## config.mk

```make
export PLATFORM = sky130hd
export DESIGN_NAME = spart_baud_gen_flat
export DESIGN_NICKNAME = d
export VERILOG_FILES = /design/src/rtl/spart_pkg.sv /design/src/rtl/spart_baud_gen_if.sv /design/src/rtl/spart_tick_div.sv /design/src/rtl/spart_baud_gen.sv /design/src/flat_wrapper.sv
export SDC_FILE = /design/constraint.sdc
export NUM_CORES = 1
export LEC_CHECK = 0
export ABC_AREA = 1
export CORE_MARGIN = 8
export CORE_UTILIZATION = 55
export DETAILED_ROUTE_END_ITERATION = 8
export PLACE_DENSITY = 0.79
export REMOVE_ABC_BUFFERS = 1
export SLEW_MARGIN = 30
export SYNTH_ARGS = -nofsm -noshare
export SYNTH_HDL_FRONTEND = slang
export SYNTH_HIERARCHICAL = 1
export SYNTH_SLANG_ARGS = --single-unit
export TNS_END_PERCENT = 1
```

## constraint.sdc

```tcl
create_clock -name clk -period 3.7 [get_ports clk]
set_input_delay 0.74 -clock clk [delete_from_list [all_inputs] [get_ports clk]]
set_output_delay 0.74 -clock clk [all_outputs]
set_load 0.02 [all_outputs]
```

## src/rtl/spart_pkg.sv

```systemverilog
// Shared SPART definitions: bus register map, baud generator states and a
// counter-width helper reused by the tx/rx/bus blocks.
package spart_pkg;

  typedef enum logic [1:0] {
    IO_XFER   = 2'b00,
    REG_RD    = 2'b01,
    LD_DIV_LO = 2'b10,
    LD_DIV_HI = 2'b11
  } ioaddr_e;

  typedef enum logic {
    IDLE = 1'b0,
    RUN  = 1'b1
  } baud_state_e;

  // Width of a counter holding 0..n-1, never narrower than one bit.
  function automatic int unsigned cnt_width(input int unsigned n);
    return (n > 1) ? $clog2(n) : 1;
  endfunction

endpackage

```

## src/rtl/spart_baud_gen_if.sv

```systemverilog
// SPART I/O bus as seen by the baud generator: the bus decode drives it,
// the generator only listens.
interface spart_baud_gen_if;
  logic       iocs;
  logic       iorw;
  logic [1:0] ioaddr;
  logic [7:0] divisor_part;

  modport master (output iocs, iorw, ioaddr, divisor_part);
  modport slave  (input  iocs, iorw, ioaddr, divisor_part);
endinterface

```

## src/rtl/spart_tick_div.sv

```systemverilog
// Generic modulo-N strobe divider: registered one-cycle strobe on every N-th
// input tick, with a synchronous clear that restarts the count.
module spart_tick_div
  import spart_pkg::*;
#(
  parameter int unsigned N = 16
) (
  input  logic clk,
  input  logic rst,
  input  logic clear_i,
  input  logic tick_i,
  output logic strobe_o
);

  localparam int unsigned    CW   = cnt_width(N);
  localparam logic [CW-1:0]  LAST = CW'(N - 1);

  logic [CW-1:0] cnt_q;
  logic          strobe_q;

  // NOTE: state registers use non-blocking assignments so every flop samples
  // the pre-edge values; blocking here would chain updates within one edge.
  always_ff @(posedge clk or negedge rst) begin
    if (!rst) begin
      cnt_q    <= '0;
      strobe_q <= 1'b0;
    end else if (clear_i) begin
      cnt_q    <= '0;
      strobe_q <= 1'b0;
    end else begin
      strobe_q <= tick_i && (cnt_q == LAST);
      if (tick_i) begin
        cnt_q <= (cnt_q == LAST) ? '0 : cnt_q + CW'(1);
      end
    end
  end

  assign strobe_o = strobe_q;

endmodule

```

## src/rtl/spart_baud_gen.sv

```systemverilog
// SPART baud-rate generator: programmable divisor loaded as LO/HI bytes,
// RX oversample strobe every divisor+1 clocks, TX strobe every OVERSAMPLE RX strobes.
module spart_baud_gen
  import spart_pkg::*;
#(
  parameter int unsigned DIV_W      = 16,
  parameter int unsigned OVERSAMPLE = 16,
  parameter int unsigned RESET_DIV  = 0
) (
  input  logic             clk,
  input  logic             rst,
  spart_baud_gen_if.slave  bus,
  output logic             rx_en,
  output logic             tx_en,
  output logic             running,
  output logic [DIV_W-1:0] divisor_q
);

  localparam logic [DIV_W-1:0] RESET_DIV_V = DIV_W'(RESET_DIV);

  logic [7:0]       div_lo_q;
  logic [DIV_W-1:0] period_cnt_q;
  baud_state_e      state_q;
  logic             rx_en_q;

  logic             wr;
  logic             lo_wr;
  logic             commit;
  logic             rx_tick;
  logic [DIV_W-1:0] new_div;

  assign wr      = bus.iocs & ~bus.iorw;
  assign lo_wr   = wr && (ioaddr_e'(bus.ioaddr) == LD_DIV_LO);
  assign commit  = wr && (ioaddr_e'(bus.ioaddr) == LD_DIV_HI);
  assign new_div = {bus.divisor_part[DIV_W-9:0], div_lo_q};

  // A commit in the terminal-count cycle wins: the pending tick is dropped.
  assign rx_tick = (state_q == RUN) && (period_cnt_q == '0) && !commit;

  always_ff @(posedge clk or negedge rst) begin
    if (!rst) begin
      div_lo_q     <= '0;
      divisor_q    <= RESET_DIV_V;
      period_cnt_q <= RESET_DIV_V;
      state_q      <= (RESET_DIV_V != '0) ? RUN : IDLE;
      rx_en_q      <= 1'b0;
    end else begin
      if (lo_wr) begin
        div_lo_q <= bus.divisor_part;
      end
      rx_en_q <= rx_tick;
      if (commit) begin
        divisor_q    <= new_div;
        period_cnt_q <= new_div;
        state_q      <= (new_div != '0) ? RUN : IDLE;
      end else if (state_q == RUN) begin
        period_cnt_q <= (period_cnt_q == '0) ? divisor_q
                                             : period_cnt_q - DIV_W'(1);
      end
    end
  end

  // The oversample stage restarts on every commit so TX phase follows the new rate.
  spart_tick_div #(
    .N (OVERSAMPLE)
  ) u_os_div (
    .clk      (clk),
    .rst      (rst),
    .clear_i  (commit),
    .tick_i   (rx_tick),
    .strobe_o (tx_en)
  );

  assign rx_en   = rx_en_q;
  assign running = (state_q == RUN);

endmodule

```

## src/flat_wrapper.sv

```systemverilog
// flat-port wrapper written by rule: the top's interface ports become plain ports
module spart_baud_gen_flat import spart_pkg::*;
#(
  parameter int unsigned DIV_W      = 16,
  parameter int unsigned OVERSAMPLE = 16,
  parameter int unsigned RESET_DIV  = 0
)
  (clk, rst, rx_en, tx_en, running, divisor_q, bus_iocs, bus_iorw, bus_ioaddr, bus_divisor_part);
  spart_baud_gen_if bus_i ();
  input  logic clk;
  input  logic rst;
  output logic rx_en;
  output logic tx_en;
  output logic running;
  output logic [DIV_W-1:0] divisor_q;
  input wire logic [$bits(bus_i.iocs)-1:0] bus_iocs;
  input wire logic [$bits(bus_i.iorw)-1:0] bus_iorw;
  input wire logic [$bits(bus_i.ioaddr)-1:0] bus_ioaddr;
  input wire logic [$bits(bus_i.divisor_part)-1:0] bus_divisor_part;
  assign bus_i.iocs = bus_iocs;
  assign bus_i.iorw = bus_iorw;
  assign bus_i.ioaddr = bus_ioaddr;
  assign bus_i.divisor_part = bus_divisor_part;
  spart_baud_gen #(.DIV_W(DIV_W), .OVERSAMPLE(OVERSAMPLE), .RESET_DIV(RESET_DIV)) u_core (.clk(clk), .rst(rst), .bus(bus_i), .rx_en(rx_en), .tx_en(tx_en), .running(running), .divisor_q(divisor_q));
endmodule
```

-- Yosys cells after proc, flatten, opt, wreduce, memory -nomap -nowiden
Cells that the tools add are included.
Widths: inputs -> output; s select.
- add/sub/neg operators: 2
- multiplexer cells: 8
- reductions and logical operators: 10
- equality and inequality tests: 3
- bitwise logic cells: 2
- operator list (kind ; number):
    $mux 16 ; 3
    $logic_not 16->1 ; 1
    $reduce_bool 16->1 ; 1
    $sub 16x1->16 const B ; 1
    $mux 4 ; 3
    $logic_and 1x1->1 ; 5
    $add 4x1->4 const B ; 1
    $eq 2x2->1 const B ; 2
    $eq 4x4->1 const B ; 1
    $reduce_bool 2->1 ; 2
    $mux 1 ; 2
    $and 1x1->1 ; 1
    $logic_not 1->1 ; 1
    $not 1->1 ; 1
- word-level logic and storage cells: 32
- output and inout bits: 19
- register bits after elaboration: 47

-- Depth between registers and ports, before layout
Gate-level depths: netlist of run 1.
- depth in word-level cells: 7
- depth in mapped cells: 12
- mapped depth without buffers: 12

-- Modules after synthesis
The synthesis of run 1 kept the hierarchy.
- by module, submodules not included (module ; instances ; cells an instance ; sequential area each (µm²) ; area each (µm²)):
    spart_baud_gen ; 1 ; 330 ; 1051.0 ; 2419.8
    spart_tick_div ; 1 ; 27 ; 125.1 ; 245.2

-- Worst setup path before layout of run 1
No wires, ideal clock.
- kind: input port to flip-flop
- start: in bus_iorw
- end: reg u_core.u_os_div.cnt_q[3]
- data required time: 3584 ps
- path buffers: 0
- library setup time: 116 ps
- path slack: 1963 ps
- arrival time: 1621 ps
- cell stages on the path: 12
- cell sequence: inv_1 nand2_2 nor2_4 nor2_4 nand3_2 clkinv_2 inv_1 nor2_2 nand2_1 inv_1 nand2_1 nand2_1
- cells in the longest elaborated chain, start to end: 6
- RTL lines (element ; line ; text):
    start: declaration ; flat_wrapper.sv:17 ; input wire logic [$bits(bus_i.iorw)-1:0] bus_iorw;
    $not 1->1 ; spart_baud_gen.sv:32 ; assign wr = bus.iocs & ~bus.iorw;
    $and 1x1->1 ; spart_baud_gen.sv:32 ;
    $logic_and 1x1->1 ; spart_baud_gen.sv:34 ; assign commit = wr && (ioaddr_e'(bus.ioaddr) == LD_DIV_HI);
    $logic_not 1->1 ; spart_baud_gen.sv:38 ; assign rx_tick = (state_q == RUN) && (period_cnt_q == '0) && !commit;
    $logic_and 1x1->1 ; spart_baud_gen.sv:38 ;
    via u_core.rx_tick ; spart_baud_gen.sv:29 ; logic rx_tick;
    $reduce_bool 2->1 (no line) ; -- ;
    end signal: assignment ; spart_tick_div.sv:33 ; cnt_q <= (cnt_q == LAST) ? '0 : cnt_q + CW'(1);
    end: declaration ; spart_tick_div.sv:18 ; logic [CW-1:0] cnt_q;
The timed path passes the listed nets, and every way through them passes these cells.
A chain may end at the register's enable or synchronous reset.

-- Final worst setup path of run 1
- start: in bus_ioaddr[0]
- end: reg u_core.period_cnt_q[1]
- cells in the longest elaborated chain, start to end: 3
- RTL lines (element ; line ; text):
    start: declaration ; flat_wrapper.sv:18 ; input wire logic [$bits(bus_i.ioaddr)-1:0] bus_ioaddr;
    $eq 2x2->1 * ; spart_baud_gen.sv:34 ;
    $logic_and 1x1->1 * ; spart_baud_gen.sv:34 ;
    $mux 16 or $reduce_bool 2->1 (tied branches) ; -- ;
    end signal: assignment ; spart_baud_gen.sv:54 ; period_cnt_q <= new_div;
    end signal: assignment ; spart_baud_gen.sv:57 ; period_cnt_q <= (period_cnt_q == '0) ? divisor_q
    end: declaration ; spart_baud_gen.sv:22 ; logic [DIV_W-1:0] period_cnt_q;
Mark *: on every way between the ends. The rest lies on a longest branch, timed or not.

==> impl_metrics.tcl, run 1 <==
set metrics [dict create \
    seq_power_share_pct 40.1 \
    final_common_cell "nand2_1" \
    synthTopCellsByArea "dfrtp_1, nand2_1, inv_1" \
    leakage_nw 1.59 \
    setup_tns_ps 0 \
    port_buffers 32 \
    core_mm2 0.00469 \
    rsz0062_at_grt "no" \
    use_met2_pct 30.9 \
    total_power_mw 1.96 \
    arrival_ps 2510 \
    clk_pin_slew_ps 90 \
    min_period_ps 2320 \
    cts_tree "yes" \
    diodes 0 \
    wire_per_inst_um 14.4 \
    antenna_left 0 \
    relSlewSlack_pct 53.0 \
    fin_ws_ps 1380 \
    grt.total_usage_pct 18.8 \
    final_cell_mix "nand2_1, inv_1, dfrtp_1, clkdlybuf4s50_1, nand3_1" \
    num_vias 2397 \
    die_h_um 85.6 \
    max-cap-violations 0 \
    crit_start "bus_ioaddr[0]" \
    area_delta_synth_final_pct 16.7 \
    fmax_ghz 0.432 \
    io_pins 33 \
    power_frac_clock_pct 16.8 \
    grt_pass1_vias 2324 \
    p_sw_uw 839 \
    syn_inst 357 \
    post_cts_resized 0 \
    place.gp.congestion 0.966 \
    hold_class "primary input to asynchronous set/reset pin" \
    status "complete, no violations" \
    drt-vias-per-instance 5.36 \
    slew_violations 0 \
    multi_input_area_mm2 0.00124 \
    swShare_pct 42.8 \
    layout.area.seq_mm2 0.00118 \
    critPathCaptureType "register" \
    ctsHoldBuffers 0 \
    dr.pass1.iters 5 \
    tightest_slew_ps 705 \
    drtIter0Drc 160 \
    cp.required_ps 3890 \
    finalCritPeriodShare_pct 62.6 \
    antenna_found_initial 0 \
    grt_pass1_wl_um 11000 \
    hold_viol 0 \
    dp_hpwl_um 4920 \
    grt_use_met1_pct 23.6 \
    post_cts_buffers 0 \
    grt_max_degree 32 \
    dpl_worst_slack_ps 1080 \
    synthArstFlopShare_pct 100 \
    p_int_mw 1.12 \
    fillers 415 \
    synth-edff-count 0 \
    setup_viol 0 \
    yosysWarnings 6 \
    fin_nets 409 \
    h-tree-depth 2 \
    avgSynthCellArea_um2 7.47 \
    p_per_area_mw_per_mm2 631 \
    floorplan.rows 25 \
    dieArea_mm2 0.00733 \
    die_w_um 85.6 \
    numCtsBuffers 5 \
    drive_gt1_share_pct 9.67 \
    synth_area_mm2 0.00267 \
    dp_cells 439 \
    clock_path_buffers 2 \
    synth_cell_type_count 31 \
    met3_usage_pct 4.49 \
    wirelength_um 6420 \
    netlist.area_leader.share_pct 44.1 \
    synth_ff_type "dfrtp_1" \
    clock-sinks 47 \
    grt.busiest_layer "met2" \
    crit_type "primary input to register" \
    startpoint_type "primary input" \
    cts-root-buf "clkbuf_8" \
    drc 0 \
    grt-ovfl-total 0 \
    cp_max_fo 17 \
    finClkSkew_ps 10.2 \
    ys_ff_latch 47 \
    r2r_start "u_core/period_cnt_q[0]" \
    irDropWorstVdd_uv 322 \
    yosys.area.top_type "dfrtp_1" \
    synth_seq_area_share_pct 44.1 \
    insertion_delay_ps 310 \
    start_util_pct 56.8 \
    share_comb_of_total_power_pct 43.1 \
    stdcell_count 447 \
]
-- logic make-up after synthesis --
group / synth area share (%)
AOI/OAI and AO/OA: 7.46
xor gates and xnor gates: 1.64
adders and majority gates: 1.41
buffers and inverters: 9.34
DFF: 44.1
and+or+nand+nor: 36.0
-- registers in the layout, indices dropped and copies added, names as in the netlist --
| signal | count |
|---|---|
| u_core/period_cnt_q | 16 |
| u_core/div_lo_q | 8 |
| u_core/divisor_q | 16 |
| u_core/u_os_div/strobe_o | 1 |
| u_core/rx_en | 1 |
| u_core/u_os_div/cnt_q | 4 |
| u_core/running | 1 |
-- final timing paths --
check / end / slack, ps / cells after the start
max: u_core/period_cnt_q[1] / 1380 / 8
max in group asynchronous: u_core/divisor_q[0] / 2530 / 2
min: u_core/div_lo_q[7] / 470 / 1
min in group clk: u_core/divisor_q[2] / 510 / 2
min reg2reg: u_core/divisor_q[2] / 510 / 2
max reg2reg: u_core/u_os_div/cnt_q[3] / 1750 / 12
-- final cells by class --
type	count	area share, %
inverter	52	6.40
sequential	47	37.8
clock inverter	2	0.443
multi-input combinational	252	39.9
clock buffer	6	2.66
timing repair buffer	34	10.6
tap	54	2.17
-- synth_stat cells, types with 2 or more instances --
library cell	count
inv_1	49
nor2_1	24
nand2_4	2
a21oi_1	2
o21ai_2	7
nor2_4	5
nand2_2	3
o21ai_0	21
dfrtp_1	47
xor2_1	5
nand2_1	126
nand4_1	4
nor4_1	2
nor3_1	2
nand3b_1	6
buf_2	3
ha_1	3
nand3_1	29
nor2_2	4
nand3_2	2
-- routing by layer --
layer  wire [µm]  vias to the layer above
li1            -                     1186
met1        2940                     1141
met2        3080                       59
met3         313                       11
met4          96                        0
met5           0                        -
-- power by group through the flow --
stage               logic, mW  clock network, mW  registers [mW]
global placement        0.817                  0           0.790
detailed placement      0.834                  0           0.795
finish                  0.844              0.329           0.787
CTS                     0.842              0.343           0.785
floorplan               0.551                  0           0.810
global route            0.950              0.359           0.807
-- worst max-delay path, cell delays in order --
cell             delay [ps]
clkdlybuf4s50_1         470
nand2_1                  90
nor2_4                  270
buf_4                   270
inv_2                   160
nand2_2                 230
o21ai_0                 120
nand3b_1                160
-- per-stage QoR --
stage                     instance area (µm²)  util [%]  hold WS [ps]
final                                    3110      66.3           473
after global routing                     3110      66.3           525
after CTS                                3110      66.3           486
after detailed placement                 3010      64.2           489
after global placement                   3010      64.2           496
after floorplan                          2620         -           444
Note: power is estimated with default switching activity, not from simulation.
==> run 2, diff against run 1 <==
--- a/config.mk
+++ b/config.mk
@@ -7,9 +7,9 @@
 export LEC_CHECK = 0
 export ABC_AREA = 1
 export CORE_MARGIN = 8
-export CORE_UTILIZATION = 55
+export CORE_UTILIZATION = 50
 export DETAILED_ROUTE_END_ITERATION = 8
-export PLACE_DENSITY = 0.79
+export PLACE_DENSITY = 0.76
 export REMOVE_ABC_BUFFERS = 1
 export SLEW_MARGIN = 30
 export SYNTH_ARGS = -nofsm -noshare
==> constraint.sdc (replaced) <==
create_clock -name clk -period 2.1 [get_ports clk]
set_input_delay 0.42 -clock clk [delete_from_list [all_inputs] [get_ports clk]]
set_output_delay 0.42 -clock clk [all_outputs]
set_load 0.02 [all_outputs]
==> run 2 against run 1 <==
Non-clock buffer count grew 6. Via count is 0.67% higher. Die area rose by 8.1%. First-iteration DRC count rose by 16%. Largest cell class unchanged. Largest power group unchanged.
==> impl_metrics.tcl, run 2 (synthesized netlist as in run 1, its figures left out) <==
set metrics [dict create \
    wirelength_um 6520 \
    die_h_um 89.0 \
    dp_hpwl_um 4930 \
    insertion_delay_ps 300 \
    floorplan.rows 26 \
    diodes 0 \
    place.gp.congestion 0.878 \
    clk_pin_slew_ps 80 \
    irDropWorstVdd_uv 568 \
    drt-vias-per-instance 5.14 \
    status "complete, no violations" \
    cp_top_family "simple AND/OR/NAND/NOR gates" \
    drtIter0Drc 186 \
    post_cts_buffers 0 \
    cp_slowest_cell "dfrtp_1" \
    r2r_end "u_core/u_os_div/cnt_q[3]" \
    hold_class "primary input to asynchronous set/reset pin" \
    port_buffers 32 \
    post_cts_resized 0 \
    die_w_um 89.0 \
    core_mm2 0.00514 \
    path_buf_inv 4 \
    hold_viol 0 \
    max_stage_delay_ps 400 \
    cts-root-buf "clkbuf_8" \
    crit_type "register to register" \
    cp.required_ps 2340 \
    largest_registers "u_core/divisor_q (16), u_core/period_cnt_q (16), u_core/div_lo_q (8)" \
    final_common_cell "nand2_1" \
    grt_pass1_vias 2277 \
    setup_viol 0 \
    dieArea_mm2 0.00792 \
    leakage_nw 1.61 \
    grt-ovfl-total 0 \
    grt.total_usage_pct 17.5 \
    min_period_ps 1850 \
    drc 0 \
    p_int_mw 1.96 \
    finalCritPeriodShare_pct 88.2 \
    p_sw_mw 1.45 \
    r2r_start "u_core/period_cnt_q[0]" \
    drive_gt1_share_pct 10.5 \
    numCtsBuffers 5 \
    arrival_ps 2090 \
    share_comb_of_total_power_pct 43.8 \
    num_vias 2413 \
    rsz0062_at_grt "no" \
    slew_violations 0 \
    cts_tree "yes" \
    power_frac_clock_pct 15.6 \
    wire_per_inst_um 13.9 \
    fillers 491 \
    finClkSkew_ps 7.77 \
    r2r_cells 12 \
    r2r_slack_ps 250 \
    h-tree-depth 2 \
    io_pins 33 \
    grt_max_degree 28 \
    max-cap-violations 0 \
    fin_nets 415 \
    seq_power_share_pct 40.6 \
    grt_pass1_wl_um 10700 \
    antenna_left 0 \
    relSlewSlack_pct 67.1 \
    area_delta_synth_final_pct 19.0 \
    p_per_area_mw_per_mm2 1070 \
    start_util_pct 51.9 \
    critPathCaptureType "register" \
    setup_tns_ps 0 \
    clock_path_buffers 2 \
    startpoint_type "register" \
    tightest_slew_ps 493 \
    clock-sinks 47 \
    crit_chain "inv_1 > ha_1 > nand3_1 > nor2_4 > nand3_2 > clkinv_2 > inv_1 > nor2_2 > nand2_1 > inv_1 > nand2_1 > nand2_1" \
    fmax_ghz 0.540 \
    cp_max_fo 8 \
    total_power_mw 3.41 \
    final_cell_mix "nand2_1, inv_1, dfrtp_1, clkdlybuf4s50_1, nand3_1" \
    antenna_found_initial 0 \
    dr.pass1.iters 5 \
    ctsHoldBuffers 0 \
    swShare_pct 42.6 \
    final_core_util_pct 61.7 \
]
==> run 2: changes by cell type in the layout (fill, tap and decap cells not counted) <==
cell,change
buf_4,+5
clkbuf_1,+2
buf_12,+1
clkbuf_8,-1
inv_6,-1
==> run 2: per-stage QoR <==
| stage | cell area, µm² | setup WS [ps] | std cells | hold WS, ps |
|---|---|---|---|---|
| after floorplan | 2620 | 396 | 351 | 124 |
| after global placement | 3090 | 229 | 461 | 413 |
| after detailed placement | 3090 | 162 | 461 | 415 |
| after CTS | 3170 | 276 | 469 | 84.3 |
| after global routing | 3170 | 85.7 | 469 | 108 |
| final | 3170 | 247 | 469 | 81.3 |
==> run 2: area by class of cell <==
type,count,area (µm²),area share (%)
clock buffer,7,76.3,2.41
clock inverter,1,5.00,0.158
inverter,52,199,6.27
multi-input combinational,252,1240,39.1
sequential,47,1180,37.1
tap,70,87.6,2.76
timing repair buffer,40,388,12.2
==> run 2: routing by layer <==
metal | vias to the layer above | track usage (%) | wire length (µm)
met5 | - | 0 | 0
met4 | 0 | 6.19 | 80
met3 | 8 | 3.58 | 412
met2 | 82 | 27.0 | 3050
met1 | 1126 | 23.7 | 2980
li1 | 1197 | - | -
==> run 2: worst register-to-register path, stage by stage (launching register included) <==
cell and delay, ps:
dfrtp_1 400, inv_1 150, ha_1 220, nand3_1 130, nor2_4 210, nand3_2 120
clkinv_2 140, inv_1 80, nor2_2 100, nand2_1 70, inv_1 50, nand2_1 50
nand2_1 60
==> run 2: worst max-delay path by stage <==
stage	from	to	slack (ps)	depth (start not counted)
after CTS	u_core/period_cnt_q[0]	u_core/u_os_div/cnt_q[3]	280	12
after global routing	u_core/period_cnt_q[0]	u_core/u_os_div/cnt_q[3]	90	12
after global placement	bus_ioaddr[0]	u_core/u_os_div/cnt_q[3]	230	12
after detailed placement	bus_ioaddr[0]	u_core/u_os_div/cnt_q[3]	160	12
final	u_core/period_cnt_q[0]	u_core/u_os_div/cnt_q[3]	250	12
after floorplan	bus_iorw	u_core/u_os_div/cnt_q[3]	400	12
==> run 2: power by group through the flow <==
stage                     clock network [mW]  logic (mW)  registers [mW]
final                                  0.530        1.49            1.38
after global routing                   0.575        1.68            1.42
after CTS                              0.550        1.49            1.38
after detailed placement                   0        1.48            1.40
after global placement                     0        1.45            1.39
after floorplan                            0       0.971            1.43
